--- src/rtl/bcd_decoder.sv ---
// Sequential BCD-to-binary converter: absorbs one packed BCD digit per clock,
// most significant first, using acc*10 + digit.
module bcd_decoder #(
  parameter int DIGITS = 8,
  parameter int OUT_W  = 27
) (
  input  logic                  clk,
  input  logic                  reset,
  input  logic                  start,
  input  logic [4*DIGITS-1:0]   bcd_in,
  input  logic [3:0]            num_digits,
  output logic [OUT_W-1:0]      binary_out,
  output logic                  done,
  output logic                  busy,
  output logic                  error
);

  typedef enum logic [1:0] {IDLE, RUN, FINISH} state_t;

  state_t               state, state_next;
  logic [OUT_W-1:0]     acc;
  logic [OUT_W-1:0]     acc_x10;
  logic [OUT_W-1:0]     acc_step;
  logic [3:0]           cnt;
  logic [4*DIGITS-1:0]  digits;
  logic [4*DIGITS-1:0]  aligned;
  logic [3:0]           top_digit;
  logic                 err_pending;
  logic                 req_bad;
  logic                 accept;
  logic                 step;
  logic                 finish;

  always_ff @(posedge clk) begin
    if (reset) state <= IDLE;
    else       state <= state_next;
  end

  always_comb begin
    state_next = state;
    case (state)
      IDLE:    if (start) state_next = (req_bad || num_digits == 4'd0) ? FINISH : RUN;
      RUN:     if (cnt == 4'd1) state_next = FINISH;
      FINISH:  state_next = IDLE;
      default: state_next = IDLE;
    endcase
  end

  always_comb begin
    accept = (state == IDLE) && start;
    step   = (state == RUN);
    finish = (state == FINISH);
  end

  // Only digits below num_digits are checked; anything above is don't-care.
  always_comb begin
    req_bad = (int'(num_digits) > DIGITS);
    for (int k = 0; k < DIGITS; k++) begin
      if ((k < int'(num_digits)) && (bcd_in[4*k +: 4] > 4'd9)) req_bad = 1'b1;
    end
  end

  // Left-align the requested digits so the next digit is always the top nibble.
  always_comb begin
    aligned = '0;
    if (!req_bad) aligned = bcd_in << (4 * (DIGITS - int'(num_digits)));
  end

  always_comb begin
    top_digit = digits[4*DIGITS-1 -: 4];
    acc_x10   = (acc << 3) + (acc << 1);
    acc_step  = acc_x10 + {{(OUT_W-4){1'b0}}, top_digit};
  end

  always_ff @(posedge clk) begin
    if (reset) begin
      acc         <= '0;
      cnt         <= '0;
      digits      <= '0;
      err_pending <= 1'b0;
      binary_out  <= '0;
      done        <= 1'b0;
      busy        <= 1'b0;
      error       <= 1'b0;
    end else begin
      done <= 1'b0;
      if (accept) begin
        digits      <= aligned;
        cnt         <= num_digits;
        acc         <= '0;
        err_pending <= req_bad;
        busy        <= 1'b1;
      end
      if (step) begin
        acc    <= acc_step;
        cnt    <= cnt - 4'd1;
        digits <= digits << 4;
      end
      if (finish) begin
        done       <= 1'b1;
        busy       <= 1'b0;
        binary_out <= err_pending ? '0 : acc;
        error      <= err_pending;
      end
    end
  end

endmodule

--- config.mk ---
export PLATFORM = sky130hd
export DESIGN_NAME = bcd_decoder
export DESIGN_NICKNAME = d
export VERILOG_FILES = /design/src/rtl/bcd_decoder.sv
export SDC_FILE = /design/constraint.sdc
export NUM_CORES = 1
export LEC_CHECK = 0
export ABC_CLOCK_PERIOD_IN_PS = 9780
export BUFFER_PORTS_ARGS = -buffer_cell sky130_fd_sc_hd__buf_2
export CORE_AREA = 2 2 90 114
export DETAILED_ROUTE_END_ITERATION = 10
export DIE_AREA = 0 0 92 116
export GPL_TIMING_DRIVEN = 0
export HOLD_SLACK_MARGIN = 0.06
export PLACE_DENSITY = 0.84
export SYNTH_ARGS = -nofsm -noshare
export SYNTH_HDL_FRONTEND = slang
export SYNTH_SLANG_ARGS = --single-unit
--- constraint.sdc ---
create_clock -name clk -period 9.78 [get_ports clk]
set_clock_uncertainty 0.15 [all_clocks]
set_input_delay 0.489 -clock clk [delete_from_list [all_inputs] [get_ports clk]]
set_output_delay 0.489 -clock clk [all_outputs]
set_load 0.02 [all_outputs]
Word-level counts from Yosys, hierarchy flattened
Cells that the tools add are included.
Operators by class
  add/sub/neg operators: 4
  magnitude comparators: 17
  equal/unequal tests: 5
  shift operators: 1
  mux-type cells: 21
  reduce and logical (&&, ||, !) cells: 16
Operators with widths (count)
  $mux W32: 3
  $mux W27: 3
  $gt A4 B4 Y1 const B: 9
  $shl A32 B32 Y32: 1
  $add A27 B27 Y27: 1
  $add A27 B4 Y27: 1
  $lt A3 B4 Y1 const A: 4
  $logic_and A1 B1 Y1: 9
  $mux W1: 9
  $lt A1 B4 Y1 const A: 2
  $lt A2 B4 Y1 const A: 2
  $mux W4: 2
  $mux W2: 3
  $sub A4 B4 Y5 const A: 1
  $eq A4 B1 Y1 const B: 1
  $logic_not A4 Y1: 1
  $pmux W2 S2: 1
  $reduce_or A2 Y1: 2
  $sub A4 B1 Y4 const B: 1
  $eq A2 B1 Y1 const B: 1
  $eq A2 B2 Y1 const B: 1
  $logic_not A2 Y1: 1
  $ne A2 B1 Y1 const B: 1
  $ne A2 B2 Y1 const B: 1
  other kinds (3): 3
Word-level totals
  bits in registers: 96
  output and inout bits: 30
  word-level logic and storage cells: 74

Depth between registers and ports, before layout
Gate-level depths: netlist (run 1).
  depth in word-level cells: 14
  gate-level depth with buffers: 12

Worst setup path before layout (run 1)
Ideal clock, no wire load.
  path kind: input to register
  start: input num_digits[0]
  end: register digits[23]
  library setup time: 0.128 ns
  data arrival time: 2.927 ns
  slack: 6.575 ns
  stages on the path: 11
  cell sequence: buf_2 > buf_1 > inv_1 > ha_1 > xnor2_1 > a21oi_1 > clkbuf_1 > nand3b_1 > o21ai_0 > a222oi_1 > nor2_1
On the way
  cells in the longest elaborated chain, start to end: 13
RTL lines
  from (decl): RTL line 11  | input logic [3:0] num_digits,
  $lt A1 B4 Y1: RTL line 59  | if ((k < int'(num_digits)) && (bcd_in[4*k +: 4] > 4'd9)) req_bad = 1'b1;
  $logic_and A1 B1 Y1: RTL line 59
  $mux W1 (8 in a row): RTL line 59
  $mux W32 (*): RTL line 66  | if (!req_bad) aligned = bcd_in << (4 * (DIGITS - int'(num_digits)));
  $mux W32 (*): RTL line 87  | if (accept) begin
  $mux W32 (*): RTL line 94  | if (step) begin
  to (signal assigned): RTL line 88  | digits <= aligned;
  to (signal assigned): RTL line 97  | digits <= digits << 4;
  to (decl): RTL line 25  | logic [4*DIGITS-1:0] digits;
Every way passes the cells marked *; elsewhere a longest branch is shown, timed or not. The select of a mux whose other input is x is not followed.
A chain may end at the register's enable or synchronous reset.

Worst setup path after layout (run 1)
  start: input num_digits[0]
  end: register digits[6]
Same word-level chain as after synthesis.

==> impl_metrics.csv, run 1 <==
group,metric,value,unit
power,powerDensity,137.4,nW/um^2
cts,cts-htree-levels,3,
power,leakage,2.874,nW
worst_hold_path,hold_end,"digits[0]$_SDFFE_PP0P_",
placement,gp_congestion,1.043,
global_routing,grt_overflow,0,
worst_setup_path,r2r_slack,6.31,ns
worst_setup_path,cp_top_family,"buffers and inverters",
logic_synthesis,synthAdderAreaFrac,0.1154,
cts,cts_buffers,9,
worst_setup_path,critical_path_class,"in2reg",
worst_setup_path,cp.arrival,3.98,ns
cts,postCtsHoldBufs,0,
placement,hpwl,13510,um
timing,setup_viol,0,
global_routing,grt_pass1_wl,27940,um
logic_synthesis,synth_largest_area_cell,"dfxtp_1",
timing,period_share,0.3945,
power,clkPwrFrac,0.453,
worst_setup_path,r2r-start,"acc[2]$_SDFFE_PP0P_",
worst_setup_path,r2r_end,"acc[26]$_SDFFE_PP0P_",
finish,nets,853,
cts,clk_pin_slew,0.06,ns
timing,slew_headroom,0.3956,
die,fp.dieW,92,um
power,p_sw,230.0,uW
cts,ctsResizeCount,0,
worst_setup_path,cp.depth,13,
die,die_h,116,um
timing,drv_slew,0,
global_routing,grt_max_degree,16,
logic_synthesis,synth_xor_area_frac,0.03073,
timing,max_freq,259.2,MHz
finish,diodes,0,
logic_synthesis,synth_top_family_by_area,"compound AO/OA/AOI/OAI gates",
timing,hold_viol,0,
finish,fin_util,0.7183,
timing,tightest_slew,0.8997,ns
worst_hold_path,hold_class,"in2reg",
worst_hold_path,min_from,"bcd_in[0]",
die,fp-row-count,40,
worst_setup_path,crit_slowest_cell,"nor3_1",
power,internal_power,708.5,uW
cts,clock_path_buffers,2,
global_routing,grt_pass1_vias,5727,
route,drt_iter0_markers,362,
timing,setup_tns,0,ns
logic_synthesis,ys_seq_area_frac,0.3211,
route,final_antenna_net_count,0,
cts,cts_tree,"built",
logic_synthesis,synth_edf_count,0,
die,start_util,0.6293,
logic_synthesis,synthTopCellsByArea,"dfxtp_1 (32%), ha_1 (11%), a22oi_1 (4.9%)",
logic_synthesis,synthDistinctLibCells,61,
logic_synthesis,synth.net_count,776,
logic_synthesis,synth.top_cell.area_share,0.3211,
cts,post-cts-setup-buffers,0,
route,vias,5862,
worst_setup_path,r2r.worst_path.cells,8,
worst_setup_path,cp-end-kind,"flop",
global_routing,track_usage,0.3301,
route,via_per_inst,6.587,
route,dr.pass1.iters,5,
cts,insertion_delay,0.35,ns
logic_synthesis,synthArstFlopShare,0,
logic_synthesis,synth.most_common_cell,"dfxtp_1",
logic_synthesis,yosys_warnings,0,
logic_synthesis,synthesis.area,5984,um^2
logic_synthesis,synth_mux_area_frac,0.07464,
power,seqPwrFrac,0.423,
route,drc_errors,0,
placement,io_buffers,66,
cts,cts.sinks,96,
worst_setup_path,max_stage_delay,0.75,ns
logic_synthesis,ys.flop_type,"dfxtp_1",
die,fp.dieArea,10670,um^2
logic_synthesis,syn_inst,683,
logic_synthesis,ys_ff_latch,96,
worst_setup_path,path_buf_inv,6,
die,num_io_pins,69,
logic_synthesis,synth_commonest_cells,"dfxtp_1 (96), a21oi_1 (54), ha_1 (52), nor2_1 (52), nand2_1 (45)",
route,wl_per_cell,19.67,um
timing,finalCriticalPeriod,3.858,ns
cts,cts_root_buffer,"clkbuf_16",
worst_setup_path,cp_max_fo,10,
finish,drive_gt1_frac,0.1401,
run_status,outcome,"complete, no violations",
finish,syn_to_final_growth,14.13,%
power,switching_share,0.2451,
global_routing,antenna_found_initial,0,
route,wirelength,17500,um
logic_synthesis,yosys.area_share.simple,0.1346,
logic_synthesis,syn_area_per_cell,8.762,um^2
power,irDropWorstVdd,72.40,uV
job,maxCapViolCount,0,
finish,fill_cells,737,
power,combPwrFrac,0.124,
worst_setup_path,path_common_cell,"buf_2",
worst_hold_path,hold_depth,2,
die,coreArea,9509,um^2
worst_setup_path,crit_required,9.90,ns
worst_setup_path,cp-start-kind,"primary input",
timing,rsz0062_at_grt,"false",
logic_synthesis,synth-compound-area-share,0.2814,
worst_setup_path,crit_chain,"buf_2 > buf_2 > buf_1 > inv_1 > ha_1 > nand2b_4 > buf_2 > o221ai_1 > nand4_1 > nor3_1 > clkbuf_1 > nand3_1 > a21oi_1",
-- routing by layer --
layer | track usage | routed length [um]
met1 | 0.3469 | 6375
met2 | 0.6098 | 9031
met3 | 0.03901 | 924
met5 | 0 | 0
met4 | 0.2378 | 1173
-- kinds of logic (layout without fill, tap and decap cells) --
logic type,after synthesis,after routing
buffers and inverters,62,143
adder cells (fa/ha/maj),54,54
AND/OR/NAND/NOR,167,167
AO/OA/AOI/OAI,246,246
flip-flops,96,96
multiplexers,37,37
XOR/XNOR,21,21
-- placed cells by master (no fill, tap or decap), drive strengths merged, types with 33 or more instances in the layout --
master / synthesis / layout
clkbuf: 35 / 44
ha: 52 / 52
nor2: 52 / 52
a21oi: 54 / 54
a22oi: 39 / 39
a22o: 33 / 33
buf: 10 / 76
nand2: 45 / 45
dfxtp: 96 / 96
o21ai: 44 / 44
-- worst max path at each step --
| stage | startpoint | end | slack [ns] |
|---|---|---|---|
| 6_report | num_digits[0] | digits[6]$_SDFFE_PP0P_ | 5.92 |
| 5_1_grt | num_digits[0] | digits[22]$_SDFFE_PP0P_ | 5.66 |
| 4_1_cts | num_digits[0] | digits[23]$_SDFFE_PP0P_ | 5.94 |
| 3_5_place_dp | num_digits[0] | digits[23]$_SDFFE_PP0P_ | 5.58 |
| 3_3_place_gp | num_digits[0] | digits[19]$_SDFFE_PP0P_ | 5.60 |
| 2_1_floorplan | num_digits[0] | digits[23]$_SDFFE_PP0P_ | 6.58 |
-- stage by stage --
stage / std cells / hold WS [ns] / worst slack, ns / cell area, um^2 / power (mW)
3_3_place_gp: 875 / 0.2955 / 5.598 / 6472 / 0.5178
6_report: 890 / 0.2752 / 5.922 / 6830 / 0.9385
5_1_grt: 890 / 0.3073 / 5.659 / 6830 / 0.9632
2_1_floorplan: 683 / 0.2928 / 6.575 / 5984 / 0.4788
4_1_cts: 890 / 0.2806 / 5.943 / 6830 / 0.9372
3_5_place_dp: 875 / 0.3097 / 5.576 / 6472 / 0.5193
-- state kept, by name (all words and copies together) (netlist names) --
signal	cells
err_pending	1
acc	27
cnt	4
state	2
binary_out	27
digits	32
error	1
busy	1
done	1
-- area by class of cell --
type | instances | area, um^2 | share of cell area
multi-input combinational | 525 | 3811 | 0.5580
sequential | 96 | 1922 | 0.2814
timing repair buffer | 66 | 330.3 | 0.04836
clock buffer | 9 | 225.2 | 0.03297
buffer | 45 | 187.7 | 0.02748
tap | 126 | 157.7 | 0.02308
clock inverter | 6 | 132.6 | 0.01942
inverter | 17 | 63.81 | 0.009342
-- power by group through the flow --
stage	clock [mW]	sequential, mW	combinational, mW
floorplan	0	0.406	0.0730
global placement	0	0.405	0.113
detailed placement	0	0.405	0.114
CTS	0.426	0.397	0.114
global route	0.440	0.397	0.126
finish	0.425	0.397	0.117
Note: power is estimated with default switching activity, not from simulation.
==> inputs of run 2 (changes only) <==
==> config.mk (replaced) <==
export PLATFORM = sky130hd
export DESIGN_NAME = bcd_decoder
export DESIGN_NICKNAME = d
export VERILOG_FILES = /design/src/rtl/bcd_decoder.sv
export SDC_FILE = /design/constraint.sdc
export NUM_CORES = 1
export LEC_CHECK = 0
export ABC_CLOCK_PERIOD_IN_PS = 3100
export BUFFER_PORTS_ARGS = -buffer_cell sky130_fd_sc_hd__buf_2
export CORE_AREA = 2 2 98 123
export DETAILED_ROUTE_END_ITERATION = 10
export DIE_AREA = 0 0 100 125
export GPL_TIMING_DRIVEN = 0
export HOLD_SLACK_MARGIN = 0.06
export PLACE_DENSITY = 0.76
export SYNTH_ARGS = -nofsm -noshare
export SYNTH_HDL_FRONTEND = slang
export SYNTH_SLANG_ARGS = --single-unit
==> constraint.sdc (replaced) <==
create_clock -name clk -period 3.1 [get_ports clk]
set_clock_uncertainty 0.15 [all_clocks]
set_input_delay 0.155 -clock clk [delete_from_list [all_inputs] [get_ports clk]]
set_output_delay 0.155 -clock clk [all_outputs]
set_load 0.02 [all_outputs]
==> run 2 against run 1 <==
  * Clock-buffer cell count rose by 1
  * Wire length shrank 0.17%
  * Final area increased by 1.3%
  * Setup slack lost 5.8 ns
  * Global-route usage down 5.2 points
  * Utilization down 11 points
  * Die area increased by 17%
  * First-iteration DRC count decreased by 21%
  * Final cell count is 2.0% higher
  * Sequential share of layout area decreased by 0.31 points
  * Hold slack got worse by 0.18 ns
==> impl_metrics.csv, run 2 (same netlist as run 1, synthesis figures left out) <==
group,metric,value,unit
cts,cts.sinks,96,
worst_setup_path,critical_path_class,"reg2reg",
cts,cts_root_buffer,"clkbuf_16",
die,num_io_pins,69,
worst_setup_path,cp_top_family,"compound AO/OA/AOI/OAI gates",
finish,layout_common_cells,"dfxtp_1 (94), buf_2 (69), a21oi_1 (54)",
finish,largest_reg_flops,32,
finish,final-instance-count-excl-fill,908,
route,via_per_inst,6.297,
timing,period_share,0.9761,
finish,drive_gt1_frac,0.1571,
worst_setup_path,r2r_end,"acc[26]$_SDFFE_PP0P_",
power,finalPower,2.688,mW
die,fp.dieW,100,um
placement,io_buffers,66,
power,p_sw,756.9,uW
worst_setup_path,r2r_slack,0.07,ns
cts,cts-htree-levels,3,
global_routing,grt_max_degree,20,
global_routing,grt_overflow,0,
placement,hpwl,13850,um
cts,insertion_delay,0.35,ns
cts,cts_tree,"built",
route,final_antenna_net_count,0,
die,fp-row-count,44,
die,fp.dieArea,12500,um^2
finish,layout_commonest_cell,"dfxtp_1",
global_routing,antenna_found_initial,0,
power,powerDensity,388.6,nW/um^2
worst_setup_path,r2r.worst_path.cells,8,
placement,post-place-ws,-0.7698,ns
finish,reg_top3,"digits x32, acc x27, binary_out x27",
finish,diodes,0,
cts,clock_path_buffers,2,
worst_setup_path,cp_max_fo,4,
cts,clk_pin_slew,0.07,ns
placement,gp_congestion,0.9804,
timing,finalCriticalPeriod,3.026,ns
placement,dp_cells,887,
power,irDropWorstVdd,244.0,uV
timing,hold_slack,0.09036,ns
timing,tightest_slew,0.7592,ns
timing,drv_slew,0,
power,combPwrFrac,0.139,
die,start_util,0.5226,
power,leakage,2.876,nW
route,dr.pass1.iters,5,
route,vias,5718,
global_routing,track_usage,0.2778,
worst_setup_path,crit_required,3.19,ns
timing,slew_headroom,0.4920,
finish,regArea,1924,um^2
worst_hold_path,hold_class,"in2reg",
worst_hold_path,hold_depth,3,
finish,nets,858,
power,clkPwrFrac,0.396,
cts,cts_buffers,9,
die,die_h,125,um
timing,fin_ws,0.07398,ns
global_routing,grt_pass1_wl,27860,um
timing,setup_tns,0,ns
worst_setup_path,cp.arrival,3.11,ns
finish,multi_input_area,3905,um^2
finish,largest-register,"digits",
timing,max_freq,330.5,MHz
worst_setup_path,crit_chain,"fa_1 > fa_2 > a21o_1 > a221oi_4 > o2bb2ai_4 > nor3_1 > or3_1 > a32o_1",
route,drc_errors,0,
power,switching_share,0.2816,
timing,setup_viol,0,
worst_hold_path,min_from,"reset",
global_routing,grt_pass1_vias,5638,
route,drt_iter0_markers,286,
worst_setup_path,max_stage_delay,0.52,ns
job,maxCapViolCount,0,
worst_hold_path,hold_end,"cnt[0]$_SDFFE_PP0P_",
worst_setup_path,cp-end-kind,"flop",
finish,fill_cells,1036,
worst_setup_path,r2r-start,"acc[2]$_SDFFE_PP0P_",
route,wirelength,17470,um
die,coreArea,11450,um^2
timing,hold_viol,0,
worst_setup_path,crit_slowest_cell,"fa_1",
power,internal_power,1.931,mW
worst_setup_path,path_buf_inv,0,
finish,syn_to_final_growth,15.58,%
worst_setup_path,cp-start-kind,"flop",
run_status,outcome,"complete, no violations",
power,seqPwrFrac,0.465,
route,wl_per_cell,19.24,um
==> run 2: layer usage <==
| layer | vias up | global-route usage | wire length, um |
|---|---|---|---|
| met4 | 0 | 0.1652 | 972 |
| met5 | - | 0 | 0 |
| li1 | 2770 | - | - |
| met1 | 2684 | 0.3030 | 6646 |
| met3 | 51 | 0.03186 | 827 |
| met2 | 213 | 0.5068 | 9026 |
==> run 2: timing repair <==
item                       in CTS  in global routing
pin swaps                       0                  4
setup endpoints to repair      40                 10
hold buffers                    5                  0
setup buffers                   0                  1
hold endpoints to repair        5                  0
gates resized for setup         6                 11
==> run 2: through the flow <==
step	instance area, um^2	utilization
floorplan	5984	-
global placement	6487	0.5665
detailed placement	6487	0.5665
CTS	6857	0.5988
global route	6917	0.6040
finish	6917	0.6040
==> run 2: worst max-delay path by stage <==
| stage | startpoint | end | slack, ns | depth (start not counted) |
|---|---|---|---|---|
| 2_1_floorplan | acc[0]$_SDFFE_PP0P_ | acc[26]$_SDFFE_PP0P_ | 0.02 | 8 |
| 3_3_place_gp | num_digits[0] | digits[19]$_SDFFE_PP0P_ | -0.70 | 11 |
| 3_5_place_dp | num_digits[0] | digits[23]$_SDFFE_PP0P_ | -0.77 | 12 |
| 4_1_cts | acc[2]$_SDFFE_PP0P_ | acc[26]$_SDFFE_PP0P_ | -0.09 | 8 |
| 5_1_grt | acc[2]$_SDFFE_PP0P_ | acc[26]$_SDFFE_PP0P_ | -0.002 | 8 |
| 6_report | acc[2]$_SDFFE_PP0P_ | acc[26]$_SDFFE_PP0P_ | 0.07 | 8 |
==> run 2: area by class of cell <==
cell class,count,area share
multi-input combinational,525,0.5646
sequential,96,0.2782
timing repair buffer,72,0.05608
clock buffer,10,0.03310
buffer,44,0.02659
tap,138,0.02496
inverter,17,0.009226
clock inverter,6,0.007236
==> run 2: power groups by stage <==
stage | clock network (mW) | registers [mW] | logic (mW)
2_1_floorplan | 0 | 1.28 | 0.230
4_1_cts | 1.08 | 1.25 | 0.368
6_report | 1.06 | 1.25 | 0.374
3_5_place_dp | 0 | 1.28 | 0.361
3_3_place_gp | 0 | 1.28 | 0.355
5_1_grt | 1.12 | 1.25 | 0.403
==> run 2: tightest hold or removal path, stage by stage <==
cell and delay (ns):
buf_2 0.13, inv_1 0.13, o311a_1 0.14
